<file path="src/rtl/note_track_streamer.sv">
// ---------------------------------------------------------------------------
// note_track_streamer
//
// Walks a preloaded song RAM one row per game tick and scrolls each row down
// a LANES-wide, DEPTH-tall note window. Row DEPTH-1 is the entry (top) row,
// row 0 is the hit zone. A small sequencer prefetches the next song row
// (FETCH -> WAIT -> PLAY) so a tick in PLAY can shift immediately; a tick that
// lands while the prefetch is in flight is held in a one-deep pending flag.
// When the song runs out the window is either refilled from address 0 (LOOP=1)
// or drained with zero rows until empty (LOOP=0).
//
// Ports:
//   CLK        system clock
//   RESET_N    asynchronous active-low reset
//   start      1-cycle pulse, (re)starts playback from address 0
//   tick       1-cycle game-step pulse
//   pause      level, ticks ignored while high
//   mem_addr   song RAM read address (registered)
//   mem_rdata  song RAM data, valid one cycle after mem_addr is sampled
//   window     bit [r*LANES+l] = lane l, row r
//   hit_row    row 0 of the window
//   busy       high outside IDLE and DONE
//   song_done  1-cycle pulse on entry to DONE
//   overrun    sticky, set when a tick is dropped
// ---------------------------------------------------------------------------
module note_track_streamer #(
    parameter int LANES    = 4,
    parameter int DEPTH    = 8,
    parameter int ADDR_W   = 5,
    parameter int SONG_LEN = 32,
    parameter int LOOP     = 0
) (
    input  logic                     CLK,
    input  logic                     RESET_N,
    input  logic                     start,
    input  logic                     tick,
    input  logic                     pause,
    output logic [ADDR_W-1:0]        mem_addr,
    input  logic [LANES-1:0]         mem_rdata,
    output logic [LANES*DEPTH-1:0]   window,
    output logic [LANES-1:0]         hit_row,
    output logic                     busy,
    output logic                     song_done,
    output logic                     overrun
);

    localparam int WIN_W = LANES * DEPTH;
    localparam int CNT_W = $clog2(DEPTH + 1);
    localparam logic [ADDR_W-1:0] LAST_ADDR  = ADDR_W'(SONG_LEN - 1);
    localparam logic [CNT_W-1:0]  LAST_DRAIN = CNT_W'(DEPTH - 1);

    typedef enum logic [2:0] {
        S_IDLE,
        S_FETCH,
        S_WAIT,
        S_PLAY,
        S_DRAIN,
        S_DONE
    } state_t;

    state_t                 state_reg, state_next;
    logic [ADDR_W-1:0]      addr_reg, addr_next;
    logic [LANES-1:0]       prefetch_reg, prefetch_next;
    logic                   pending_reg, pending_next;
    logic [CNT_W-1:0]       drain_cnt_reg, drain_cnt_next;
    logic                   overrun_reg, overrun_next;
    logic [WIN_W-1:0]       window_reg, window_next;
    logic                   song_done_reg, song_done_next;

    logic                   tick_acc;
    logic                   step_now;
    logic [WIN_W-LANES-1:0] shifted_rows;
    logic [WIN_W-1:0]       shift_play;
    logic [WIN_W-1:0]       shift_drain;

    // Rows 0..DEPTH-2 take the row above them; the top row is supplied
    // separately (prefetched song row while playing, zeros while draining).
    generate
        for (genvar gi = 0; gi < DEPTH - 1; gi++) begin : g_shift
            assign shifted_rows[gi*LANES +: LANES] = window_reg[(gi+1)*LANES +: LANES];
        end
    endgenerate

    assign shift_play  = {prefetch_reg, shifted_rows};
    assign shift_drain = {{LANES{1'b0}}, shifted_rows};

    assign tick_acc = tick & ~pause;
    // A held pending tick is consumed as soon as PLAY/DRAIN is reached.
    assign step_now = pending_reg | tick_acc;

    always_ff @(posedge CLK or negedge RESET_N) begin
        if (!RESET_N) begin
            state_reg     <= S_IDLE;
            addr_reg      <= '0;
            prefetch_reg  <= '0;
            pending_reg   <= 1'b0;
            drain_cnt_reg <= '0;
            overrun_reg   <= 1'b0;
            window_reg    <= '0;
            song_done_reg <= 1'b0;
        end else begin
            state_reg     <= state_next;
            addr_reg      <= addr_next;
            prefetch_reg  <= prefetch_next;
            pending_reg   <= pending_next;
            drain_cnt_reg <= drain_cnt_next;
            overrun_reg   <= overrun_next;
            window_reg    <= window_next;
            song_done_reg <= song_done_next;
        end
    end

    always_comb begin
        state_next     = state_reg;
        addr_next      = addr_reg;
        prefetch_next  = prefetch_reg;
        pending_next   = pending_reg;
        drain_cnt_next = drain_cnt_reg;
        overrun_next   = overrun_reg;
        window_next    = window_reg;
        song_done_next = 1'b0;

        if (start) begin
            state_next     = S_FETCH;
            addr_next      = '0;
            prefetch_next  = '0;
            pending_next   = 1'b0;
            drain_cnt_next = '0;
            overrun_next   = 1'b0;
            window_next    = '0;
        end else begin
            case (state_reg)
                S_FETCH, S_WAIT: begin
                    if (tick_acc) begin
                        if (pending_reg) begin
                            overrun_next = 1'b1;
                        end else begin
                            pending_next = 1'b1;
                        end
                    end
                    if (state_reg == S_FETCH) begin
                        state_next = S_WAIT;
                    end else begin
                        prefetch_next = mem_rdata;
                        state_next    = S_PLAY;
                    end
                end

                S_PLAY: begin
                    if (step_now) begin
                        window_next  = shift_play;
                        // Pending goes first; a coincident new tick takes its slot.
                        pending_next = pending_reg & tick_acc;
                        if (addr_reg == LAST_ADDR) begin
                            if (LOOP != 0) begin
                                addr_next  = '0;
                                state_next = S_FETCH;
                            end else begin
                                drain_cnt_next = '0;
                                state_next     = S_DRAIN;
                            end
                        end else begin
                            addr_next  = addr_reg + ADDR_W'(1);
                            state_next = S_FETCH;
                        end
                    end
                end

                S_DRAIN: begin
                    if (step_now) begin
                        window_next    = shift_drain;
                        pending_next   = pending_reg & tick_acc;
                        drain_cnt_next = drain_cnt_reg + CNT_W'(1);
                        // DEPTH zero rows shifted in means the window is empty.
                        if (drain_cnt_reg == LAST_DRAIN) begin
                            state_next     = S_DONE;
                            song_done_next = 1'b1;
                            pending_next   = 1'b0;
                        end
                    end
                end

                S_IDLE, S_DONE: begin
                    // Ticks are ignored until the next start.
                end

                default: begin
                    state_next = S_IDLE;
                end
            endcase
        end
    end

    assign mem_addr  = addr_reg;
    assign window    = window_reg;
    assign hit_row   = window_reg[LANES-1:0];
    assign busy      = (state_reg != S_IDLE) && (state_reg != S_DONE);
    assign song_done = song_done_reg;
    assign overrun   = overrun_reg;

endmodule
</file>
<file path="config.mk">
export PLATFORM = sky130hd
export DESIGN_NAME = note_track_streamer
export DESIGN_NICKNAME = d
export VERILOG_FILES = /design/src/rtl/note_track_streamer.sv
export SDC_FILE = /design/constraint.sdc
export NUM_CORES = 1
export LEC_CHECK = 0
export ABC_AREA = 1
export CAP_MARGIN = 20
export CORE_MARGIN = 5
export CORE_UTILIZATION = 45
export CTS_CLUSTER_DIAMETER = 100
export CTS_CLUSTER_SIZE = 25
export DETAILED_ROUTE_END_ITERATION = 6
export PLACE_DENSITY = 0.78
export SYNTH_ARGS = -nofsm -noshare
export SYNTH_HDL_FRONTEND = slang
export SYNTH_SLANG_ARGS = --single-unit
</file>
<file path="constraint.sdc">
create_clock -name CLK -period 3.96 [get_ports CLK]
set_input_delay 0.396 -clock CLK [delete_from_list [all_inputs] [get_ports CLK]]
set_output_delay 0.396 -clock CLK [all_outputs]
set_load 0.01 [all_outputs]
</file>
# Yosys cells after proc, flatten, opt, wreduce, memory -nomap -nowiden
# Index checks and enable logic that the tools add are counted.
# word_totals
regBits,51
output_inout_bits,44
word_cells,86
# op_classes
n_addsub,2
n_eq_ne,16
muxes,37
n_bitwise,4
n_reduce_logical,19
# ops
operator,count
32-bit 2-to-1 mux,3
32-bit case mux with 2 select lines,1
4-bit 2-to-1 mux,7
5-bit 2-to-1 mux,4
"3-bit != test, second input constant",6
3-bit 2-to-1 mux,5
1-bit 2-to-1 mux,14
3-bit case mux with 4 select lines,1
4-bit AND reduction,3
2-bit nonzero test,5
3-bit AND reduction,3
4-bit case mux with 2 select lines,1
"3-bit by 2-bit equality test with 1-bit output, second input constant",2
"3-bit equality test, second input constant",2
"2-bit != test, second input constant",3
3-bit nonzero test,2
"5-bit by 1-bit adder with 5-bit output, second input constant",1
"5-bit equality test, second input constant",1
"4-bit by 1-bit adder with 4-bit output, second input constant",1
"4-bit by 3-bit equality test with 1-bit output, second input constant",1
4-bit nonzero test,1
2-bit OR reduction,2
"3-bit by 1-bit equality test with 1-bit output, second input constant",1
3-bit logical NOT,1
other kinds (6),7

# Longest topological paths before layout
# Gate-level depths: netlist (run 1).
# depth
depth_word,7
mapped_depth,10

# Worst setup path before layout (run 1)
# Ideal clock, no wire load.
# synth_path
kind,reg-to-reg
startpoint,register addr_reg[0] (netlist: mem_addr[0])
endpoint,register drain_cnt_reg[0]
setup_time_ns,0.065
t_arrival_ns,1.441
path_slack_ns,2.454
path_stages_with_launch,11
synth_period_minus_slack_ns,1.506
cell_sequence,dfrtp_1 > ha_1 > nand2_1 > nor2_1 > ha_1 > inv_1 > nand2_1 > nand3_1 > nor2_2 > nand2_1 > nand2_1
# synth_between
elab_chain_len,3
# synth_lines
item,line,text
start: declaration,62,"logic [ADDR_W-1:0] addr_reg, addr_next;"
start signal: assignment,103,addr_reg <= addr_next;
5-bit equality test,154,if (addr_reg == LAST_ADDR) begin
3-bit != test (no source line),-,
4-bit AND reduction (no source line),-,
end signal: assignment,106,drain_cnt_reg <= drain_cnt_next;
end: declaration,65,"logic [CNT_W-1:0] drain_cnt_reg, drain_cnt_next;"
# No other way between the ends.
# A chain may end at the register's enable or synchronous reset.

# Final worst setup path (run 1)
# layout_path
startpoint,register state_reg[2]
endpoint,output port busy
# layout_between
elab_chain_len,2
elab_cells_between_ends,3
classes_between,eq/ne (1); reduce/logical (2)
# layout_lines
item,line,text
start: declaration,61,"state_t state_reg, state_next;"
start signal: assignment,102,state_reg <= state_next;
3-bit != test or 3-bit nonzero test (tied branches),197,assign busy = (state_reg != S_IDLE) && (state_reg != S_DONE);
1-bit logical AND (*),197,
end: declaration,42,"output logic busy,"
# Every way passes the cells marked *; elsewhere a longest branch is shown, timed or not.

==> results of run 1 <==
[kinds of logic (layout without fill, tap and decap cells)]
logic type               Yosys count  in the layout  share of synthesized area
AO/OA/AOI/OAI                     15             15                    0.03175
adder cells (fa/ha/maj)            4              4                    0.02048
XOR/XNOR                           3              3                    0.01075
buffers and inverters             38             83                    0.08141
flip-flops                        51             51                     0.5223
AND/OR/NAND/NOR                  185            185                     0.3333
[cell usage after synthesis, types with 4 or more instances]
cell / count
buf_4: 6
buf_2: 5
o21ai_0: 8
nor2_1: 8
nand2_1: 106
inv_1: 17
a21oi_1: 6
ha_1: 4
dfrtp_1: 51
nand3_1: 60
[cell type report]
type / count / area, um^2 / share of cell area
multi-input cells: 207 / 968.4 / 0.3171
well taps: 70 / 87.58 / 0.02868
clock inverters: 2 / 16.27 / 0.005326
flip-flops and latches: 51 / 1276 / 0.4179
clock buffers: 6 / 82.58 / 0.02704
repair buffers: 53 / 535.5 / 0.1753
inverters: 22 / 87.58 / 0.02868
[layer usage]
| layer | track usage | vias to the layer above | part of all wire |
|---|---|---|---|
| li1 | - | 1031 | - |
| met1 | 0.1927 | 954 | 0.45 |
| met2 | 0.2777 | 45 | 0.50 |
| met3 | 0.02764 | 2 | 0.040 |
| met4 | 0.04532 | 0 | 0.0077 |
| met5 | 0 | - | 0 |
[worst register-to-register path, cell delays in order, from the launching register on]
cell and delay [ns]:
dfrtp_1 0.43, ha_1 0.19, nand2_1 0.06, nor2_1 0.14, ha_1 0.16, inv_1 0.04, nand2_1 0.12, nand3_1 0.22
nor2_2 0.19, nand2_1 0.07, nand2_1 0.06
[power groups by stage]
stage	combinational, W	clock, W	sequential, W
final	0.000302	0.000313	0.000589
after global routing	0.000340	0.000347	0.000593
after CTS	0.000301	0.000318	0.000588
after detailed placement	0.000300	0	0.000597
after global placement	0.000295	0	0.000596
after floorplan	0.000221	0	0.000594
[stage by stage]
step,instances,hold slack [ns],utilization
global placement,402,0.4708,0.5639
floorplan,296,0.1004,-
detailed placement,403,0.3601,0.5678
finish,411,0.02799,0.5868
global route,411,0.05593,0.5868
CTS,411,0.04008,0.5868
[worst min path at each step]
stage,startpoint,end,slack (ns)
final,RESET_N,window[3],0.03
after global routing,RESET_N,window[0],0.06
after CTS,RESET_N,window[0],0.04
after detailed placement,RESET_N,mem_addr[3],0.36
after global placement,pending_reg,pending_reg,0.47
after floorplan,RESET_N,drain_cnt_reg[0],0.10
==> impl_metrics.json, run 1 <==
{
  "slew_violations": 0,
  "die_h_um": 83.69,
  "diodes": 0,
  "clk_latency_ns": 0.30,
  "yosysSeqAreaShare": 0.5223,
  "finClkSkew_ns": 0.007208,
  "ys_seq_elements": 51,
  "period_needed_ns": 2.126,
  "hold_class": "in -> async",
  "fp-row-count": 26,
  "grt_pass1_vias": 2033,
  "finalSetupViolations": 0,
  "grt_usage": 0.1561,
  "start_kind": "flip-flop",
  "io_pins": 53,
  "yosysWarningCount": 0,
  "cts_tree": "yes",
  "p_sw_frac": 0.3397,
  "stdcell_area_um2": 3054,
  "synth_top_flop_cell": "dfrtp_1",
  "worst_pin_slew_ns": 0.8859,
  "syn_to_final_growth_pct": 24.99,
  "postCtsSetupBuffers": 0,
  "crit_fanout": 5,
  "critPathBufInv": 2,
  "relSlewSlack": 0.4085,
  "end_kind": "output pin",
  "grt_max_degree": 55,
  "fmax_mhz": 470.4,
  "internal_power_w": 0.0007953,
  "crit_chain": "inv_2, o21ai_0, nand2_1, clkdlybuf4s50_1",
  "clockRootBuffer": "clkbuf_8",
  "post_drt_wl_per_cell_um": 12.59,
  "cts-resized-gates": 0,
  "syn-num-nets": 309,
  "worstPathArrival_ns": 1.73,
  "dr.first_iter.drc_count": 112,
  "antenna_left": 0,
  "p_per_area_nw_per_um2": 394.3,
  "die_w_um": 83.69,
  "path_class": "reg -> out",
  "leakagePower_nw": 1.548,
  "fin_nets": 353,
  "layout_common_cells": "106 x nand2_1, 60 x nand3_1, 51 x dfrtp_1, 51 x clkdlybuf4s50_1, 17 x inv_1",
  "seq_power_share": 0.489,
  "timing.rr.start": "mem_addr[0]",
  "yosys.area.top_type": "dfrtp_1",
  "async_reset_ff_frac": 1.000,
  "cts-buffers-inserted": 5,
  "synth.top_cell.area_share": 0.5223,
  "dpl-instance-area_um2": 2955,
  "grt_pass1_wl_um": 9211,
  "fin_setup_tns_ns": 0,
  "largest_register_ffs": 32,
  "rrSetupSlack_ns": 2.23,
  "mostFrequentLayoutCell": "nand2_1",
  "core_area_um2": 5205,
  "cp_data_required_time_ns": 3.56,
  "numClockSinks": 51,
  "netlist_area_um2": 2444,
  "finalHoldViolCount": 0,
  "rr_worst_depth": 10,
  "setup.worst_path.end": "busy",
  "drive_gt1_frac": 0.06745,
  "status": "complete, no violations",
  "port_buffers": 52,
  "synth_area_per_cell_um2": 8.255,
  "post-dp-hpwl_um": 3682,
  "cp.depth": 4,
  "synthCells": 296,
  "htreeDepth": 2,
  "period_share": 0.5369,
  "drt-total-wl_um": 5176,
  "maxCapViolations": 0,
  "slowest_delay_ns": 0.55,
  "nFillCells": 490,
  "switching_power_w": 0.0004091,
  "rsz0062_at_grt": "false",
  "startpoint": "state_reg[2]",
  "synth_edf_count": 0,
  "route.vias.total": 2032,
  "die_area_um2": 7004,
  "detail_route.vias_per_cell": 4.944,
  "dpl_worst_slack_ns": 1.580,
  "drt_first_pass_iters": 4,
  "power_w": 0.001204,
  "routabilityCongestion": 0.8265,
  "antenna_found_initial": 0,
  "grt_overflow": 0,
  "critPathSlowestCell": "clkdlybuf4s50_1",
  "clockBufferDepth": 2,
  "fin_ws_ns": 1.834,
  "drc_errors": 0,
  "cts.clk_slew.worst_paths_ns": 0.09,
  "yosys-top-cells-area": "dfrtp_1 52%, nand2_1 16%, nand3_1 12%",
  "rr_endpoint": "drain_cnt_reg[1]",
  "p_comb_frac": 0.251,
  "cts-hold-fix-buffers": 0,
  "ys_types": 21,
  "cp_top_family": "buffers and inverters",
  "peakVddDrop_mv": 0.2594,
  "clkPwrFrac": 0.260,
  "start_util": 0.4695
}
Note: power is estimated with default switching activity, not from simulation.
==> run 2: changes to the inputs <==
Settings changed: PLACE_DENSITY 0.78 to 0.81.
Clock period 3.96 ns to 1.8 ns, I/O delays scaled along.
==> run 2 against run 1 <==
  * Core utilization grew 0.94 points
  * Final cell count grew 1.2%
  * Critical path depth grew 6
  * Non-clock buffer count grew 5
  * Register-to-register slack lost 2.1 ns
  * Wire length grew 5.4%
  * Clock power grew 130%
==> impl_metrics.json, run 2 (synthesized netlist as in run 1, its figures left out) <==
{
  "status": "complete, no violations",
  "hold_slack_ns": 0.3516,
  "core_area_um2": 5205,
  "cts.clk_slew.worst_paths_ns": 0.11,
  "clockRootBuffer": "clkbuf_8",
  "grt_pass1_vias": 2103,
  "grt_overflow": 0,
  "placed_cells": 407,
  "layout_common_cells": "106 x nand2_1, 58 x nand3_1, 50 x clkdlybuf4s50_1",
  "post_drt_wl_per_cell_um": 13.11,
  "crit_top_cell": "nand2_1",
  "finalHoldViolCount": 0,
  "setup.worst_path.end": "drain_cnt_reg[3]",
  "met1_usage": 0.1933,
  "power_w": 0.002675,
  "fmax_mhz": 617.0,
  "post-dp-hpwl_um": 3839,
  "die_w_um": 83.69,
  "antenna_left": 0,
  "htreeDepth": 2,
  "port_buffers": 52,
  "hold_class": "in -> async",
  "route.vias.total": 2124,
  "syn_to_final_growth_pct": 26.98,
  "period_share": 0.9005,
  "drc_errors": 0,
  "nFillCells": 476,
  "end_kind": "flip-flop",
  "clk_latency_ns": 0.32,
  "critPathSlowestCell": "dfrtp_1",
  "cts_tree": "yes",
  "crit_chain": "ha_1, nand2_1, nor2_1, ha_1, inv_1, nand2_1, nand3_2, nor2_2, nand2_1, nand2_1",
  "start_util": 0.4695,
  "fin_nets": 358,
  "die_area_um2": 7004,
  "peakVddDrop_mv": 0.7496,
  "grt_use_met3": 0.03850,
  "diodes": 0,
  "dr.first_iter.drc_count": 167,
  "grt_usage": 0.1621,
  "period_needed_ns": 1.621,
  "clockBufferDepth": 2,
  "fp-row-count": 26,
  "slew_violations": 0,
  "drt_first_pass_iters": 4,
  "met2_usage": 0.2849,
  "path_class": "reg -> reg",
  "antenna_found_initial": 0,
  "numClockSinks": 51,
  "maxCapViolations": 0,
  "cp_data_required_time_ns": 2.06,
  "finalSetupViolations": 0,
  "die_h_um": 83.69,
  "worstPathArrival_ns": 1.88,
  "cp.depth": 10,
  "worst_pin_slew_ns": 0.4554,
  "grt_pass1_wl_um": 9501,
  "critPathBufInv": 1,
  "fin_setup_tns_ns": 0,
  "relSlewSlack": 0.6964,
  "io_pins": 53,
  "rrSetupSlack_ns": 0.18,
  "start_kind": "flip-flop",
  "cp_top_family": "simple AND/OR/NAND/NOR gates",
  "top_usage_layer": "met2",
  "timing.rr.start": "mem_addr[0]",
  "rr_endpoint": "drain_cnt_reg[3]",
  "drt-total-wl_um": 5454,
  "rsz0062_at_grt": "false",
  "largest_register_ffs": 32,
  "rr_worst_depth": 10,
  "detail_route.vias_per_cell": 5.106,
  "p_per_area_nw_per_um2": 862.1,
  "mostFrequentLayoutCell": "nand2_1",
  "leakagePower_nw": 1.570,
  "final_cells": 416,
  "crit_fanout": 5,
  "startpoint": "mem_addr[0]",
  "slowest_delay_ns": 0.43,
  "routabilityCongestion": 0.8665,
  "finClkSkew_ns": 0.01176,
  "grt_max_degree": 34,
  "drive_gt1_frac": 0.08960,
  "cts-buffers-inserted": 5
}
==> run 2: cell count changes in the layout (fill, tap and decap cells not counted), sizes merged <==
cell,change
buf,+4
clkbuf,-1
clkdlybuf4s50,-1
dlygate4sd2,+1
dlygate4sd3,+1
inv,+1
==> run 2: report_power, final <==
part           switching (W)  internal, W
combinational       0.000446     0.000223
sequential         0.0000776      0.00122
clock               0.000425     0.000286
total               0.000949      0.00173
==> run 2: routing by layer <==
| metal | vias up | part of all wire |
|---|---|---|
| met5 | - | 0 |
| met4 | 0 | 0.013 |
| met3 | 9 | 0.051 |
| met2 | 52 | 0.51 |
| met1 | 1019 | 0.42 |
| li1 | 1044 | - |
==> run 2: how the worst min path moves through the flow <==
| stage | cells past startpoint | slack [ns] | from | endpoint |
|---|---|---|---|---|
| finish | 2 | 0.35 | RESET_N | state_reg[1] |
| global route | 2 | 0.40 | RESET_N | window[31] |
| CTS | 2 | 0.35 | RESET_N | mem_addr[3] |
| detailed placement | 1 | 0.16 | RESET_N | overrun |
| global placement | 1 | 0.15 | RESET_N | mem_addr[3] |
| floorplan | 0 | -0.12 | RESET_N | drain_cnt_reg[0] |
==> run 2: repair_timing <==
action | CTS | global route
gates resized for setup | 4 | 2
endpoints found under the hold margin | 17 | 0
setup endpoints to repair | 1 | 5
buffers inserted | 0 | 0
pin swaps | 0 | 0
hold buffers | 1 | 0
==> run 2: layout make-up <==
| class | instances | area, um^2 | area share |
|---|---|---|---|
| inverter | 22 | 87.58 | 0.02823 |
| sequential | 51 | 1279 | 0.4121 |
| tap | 70 | 87.58 | 0.02823 |
| clock buffer | 5 | 68.82 | 0.02218 |
| clock inverter | 3 | 27.53 | 0.008871 |
| multi-input combinational | 207 | 978.4 | 0.3153 |
| timing repair buffer | 58 | 574.3 | 0.1851 |
==> run 2: worst register-to-register path: cells and delay by family (launching register included) <==
kind	cells	cell delay (ns)
adders and majority gates	2	0.35
and+or+nand+nor	7	0.77
buffers and inverters	1	0.04
DFF	1	0.43
==> run 2: through the flow <==
| step | utilization | setup WS [ns] | instance area (um^2) |
|---|---|---|---|
| 6_report | 0.5962 | 0.1792 | 3103 |
| 5_1_grt | 0.5962 | 0.02045 | 3103 |
| 4_1_cts | 0.5942 | 0.08556 | 3093 |
| 3_5_place_dp | 0.5736 | 0.1017 | 2985 |
| 3_3_place_gp | 0.5736 | 0.2224 | 2985 |
| 2_1_floorplan | - | 0.2936 | 2444 |
==> run 3: changes to the inputs <==
Settings changed: PLACE_DENSITY 0.81 to default, PLACE_DENSITY_LB_ADDON from default to 0.25.
==> run 3 against run 2 <==
  * Wire length shrank 5.8%
  * Sequential cell count unchanged
  * Clock power rose by 9.6%
  * Critical path depth fell by 1
  * Via count is 2.2% lower
  * Design area increased by 0.16%
  * Combinational power is essentially flat
  * Final cell count decreased by 0.24%
  * Hold slack better by 0.042 ns
  * Critical endpoint is now mem_addr[2]
  * Sequential power hardly changed
  * Global-route usage fell by 1.1 points
  * Die area stayed put
==> impl_metrics.json, run 3 (synthesized netlist as in run 1, its figures left out) <==
{
  "status": "complete, no violations",
  "port_buffers": 52,
  "final_cells": 415,
  "drt_first_pass_iters": 5,
  "route.vias.total": 2078,
  "hold_class": "in -> async",
  "relSlewSlack": 0.7900,
  "start_util": 0.4695,
  "end_kind": "flip-flop",
  "dpl-instance-area_um2": 2985,
  "finClkSkew_ns": 0.009879,
  "critPathSlowestCell": "dfrtp_1",
  "period_share": 0.9074,
  "die_h_um": 83.69,
  "grt_max_degree": 52,
  "worstPathArrival_ns": 1.86,
  "post-dp-hpwl_um": 3558,
  "fin_nets": 358,
  "crit_chain": "ha_1, nand2_1, nor2_1, ha_1, inv_1, nand3_1, nand2_2, nand2_1, a21oi_1",
  "mostFrequentLayoutCell": "nand2_1",
  "cp_top_family": "simple AND/OR/NAND/NOR gates",
  "detail_route.vias_per_cell": 5.007,
  "finalSetupViolations": 0,
  "fin_setup_tns_ns": 0,
  "p_per_area_nw_per_um2": 881.1,
  "grt_pass1_wl_um": 8859,
  "rsz0062_at_grt": "false",
  "numClockSinks": 51,
  "post_drt_wl_per_cell_um": 12.38,
  "postCtsSetupBuffers": 0,
  "antenna_found_initial": 0,
  "largest_register_ffs": 32,
  "layout_common_cells": "106 x nand2_1, 59 x nand3_1, 50 x clkdlybuf4s50_1",
  "cts-buffers-inserted": 5,
  "clockRootBuffer": "clkbuf_8",
  "clk_latency_ns": 0.30,
  "maxCapViolations": 0,
  "routabilityCongestion": 0.8287,
  "hold_slack_ns": 0.3937,
  "syn_to_final_growth_pct": 27.19,
  "grt_pass1_vias": 2050,
  "dr.first_iter.drc_count": 112,
  "peakVddDrop_mv": 0.5100,
  "htreeDepth": 2,
  "drive_gt1_frac": 0.08406,
  "worst_pin_slew_ns": 0.3150,
  "finalHoldViolCount": 0,
  "crit_fanout": 5,
  "core_area_um2": 5205,
  "slowest_delay_ns": 0.42,
  "stdcell_area_um2": 3108,
  "dpl_worst_slack_ns": 0.1650,
  "path_class": "reg -> reg",
  "placed_cells": 407,
  "diodes": 0,
  "die_area_um2": 7004,
  "drc_errors": 0,
  "grt_overflow": 0,
  "die_w_um": 83.69,
  "fp-row-count": 26,
  "slew_violations": 0,
  "fin_ws_ns": 0.1666,
  "period_needed_ns": 1.633,
  "cts_tree": "yes",
  "cts.clk_slew.worst_paths_ns": 0.08,
  "io_pins": 53,
  "fmax_mhz": 612.2,
  "leakagePower_nw": 1.573,
  "clockBufferDepth": 2,
  "cp_data_required_time_ns": 2.02,
  "grt_usage": 0.1509,
  "critPathBufInv": 1,
  "antenna_left": 0,
  "drt-total-wl_um": 5136,
  "start_kind": "flip-flop"
}
-- run 3: cell types whose count changed in the layout (fill, tap and decap cells not counted) --
cell | before | now
nand3_1 | 58 | 59
inv_8 | 1 | 0
bufinv_16 | 0 | 1
clkinv_4 | 1 | 0
nand3_2 | 4 | 3
-- run 3: power breakdown --
part / internal (W) / leakage [nW] / switching (W)
combinational: 0.000222 / 0.819 / 0.000444
sequential: 0.00122 / 0.703 / 0.0000761
clock: 0.000407 / 0.0502 / 0.000373
-- run 3: path summary, 6_finish.rpt --
kind	startpoint	endpoint	slack [ns]	cells after the start
min in group CLK	mem_rdata[3]	prefetch_reg[3]	0.44	3
worst max register to register	mem_addr[0]	mem_addr[2]	0.17	9
worst max-delay path	mem_addr[0]	mem_addr[2]	0.17	9
max in group asynchronous	RESET_N	state_reg[2]	1.16	3
worst min register to register	window[0]	window[0]	0.50	2
worst min-delay path	RESET_N	mem_addr[0]	0.39	3
-- run 3: repair_timing --
item	CTS	global route
hold buffers	1	0
setup endpoints to repair	1	3
pin swaps	0	0
hold endpoints to repair	51	0
resized for setup	4	1
-- run 3: layout make-up --
class,count,area [um^2]
fill,485,2097
sequential,51,1279
multi-input combinational,207,973.4
timing repair buffer,58,574.3
inverter,22,87.58
tap,70,87.58
clock buffer,5,68.82
clock inverter,2,37.54
-- run 3: layer usage --
| metal | wire, um | global-route usage | up-vias | share of wire |
|---|---|---|---|---|
| met3 | 238 | 0.03258 | 7 | 0.046 |
| met4 | 61 | 0.04971 | 0 | 0.012 |
| li1 | - | - | 1041 | - |
| met1 | 2304 | 0.1785 | 975 | 0.45 |
| met5 | 0 | 0 | - | 0 |
| met2 | 2531 | 0.2704 | 55 | 0.49 |
-- run 3: metrics by stage --
stage / utilization / total power, W
finish: 0.5971 / 0.002739
global route: 0.5971 / 0.002896
CTS: 0.5962 / 0.002754
detailed placement: 0.5736 / 0.001980
global placement: 0.5736 / 0.001972
floorplan: - / 0.001794
-- run 3: worst reg2reg max path, cell delays in order (launching register included) --
cell     delay [ns]
dfrtp_1        0.42
ha_1           0.23
nand2_1        0.08
nor2_1         0.06
ha_1           0.19
inv_1          0.05
nand3_1        0.19
nand2_2        0.17
nand2_1        0.06
a21oi_1        0.12
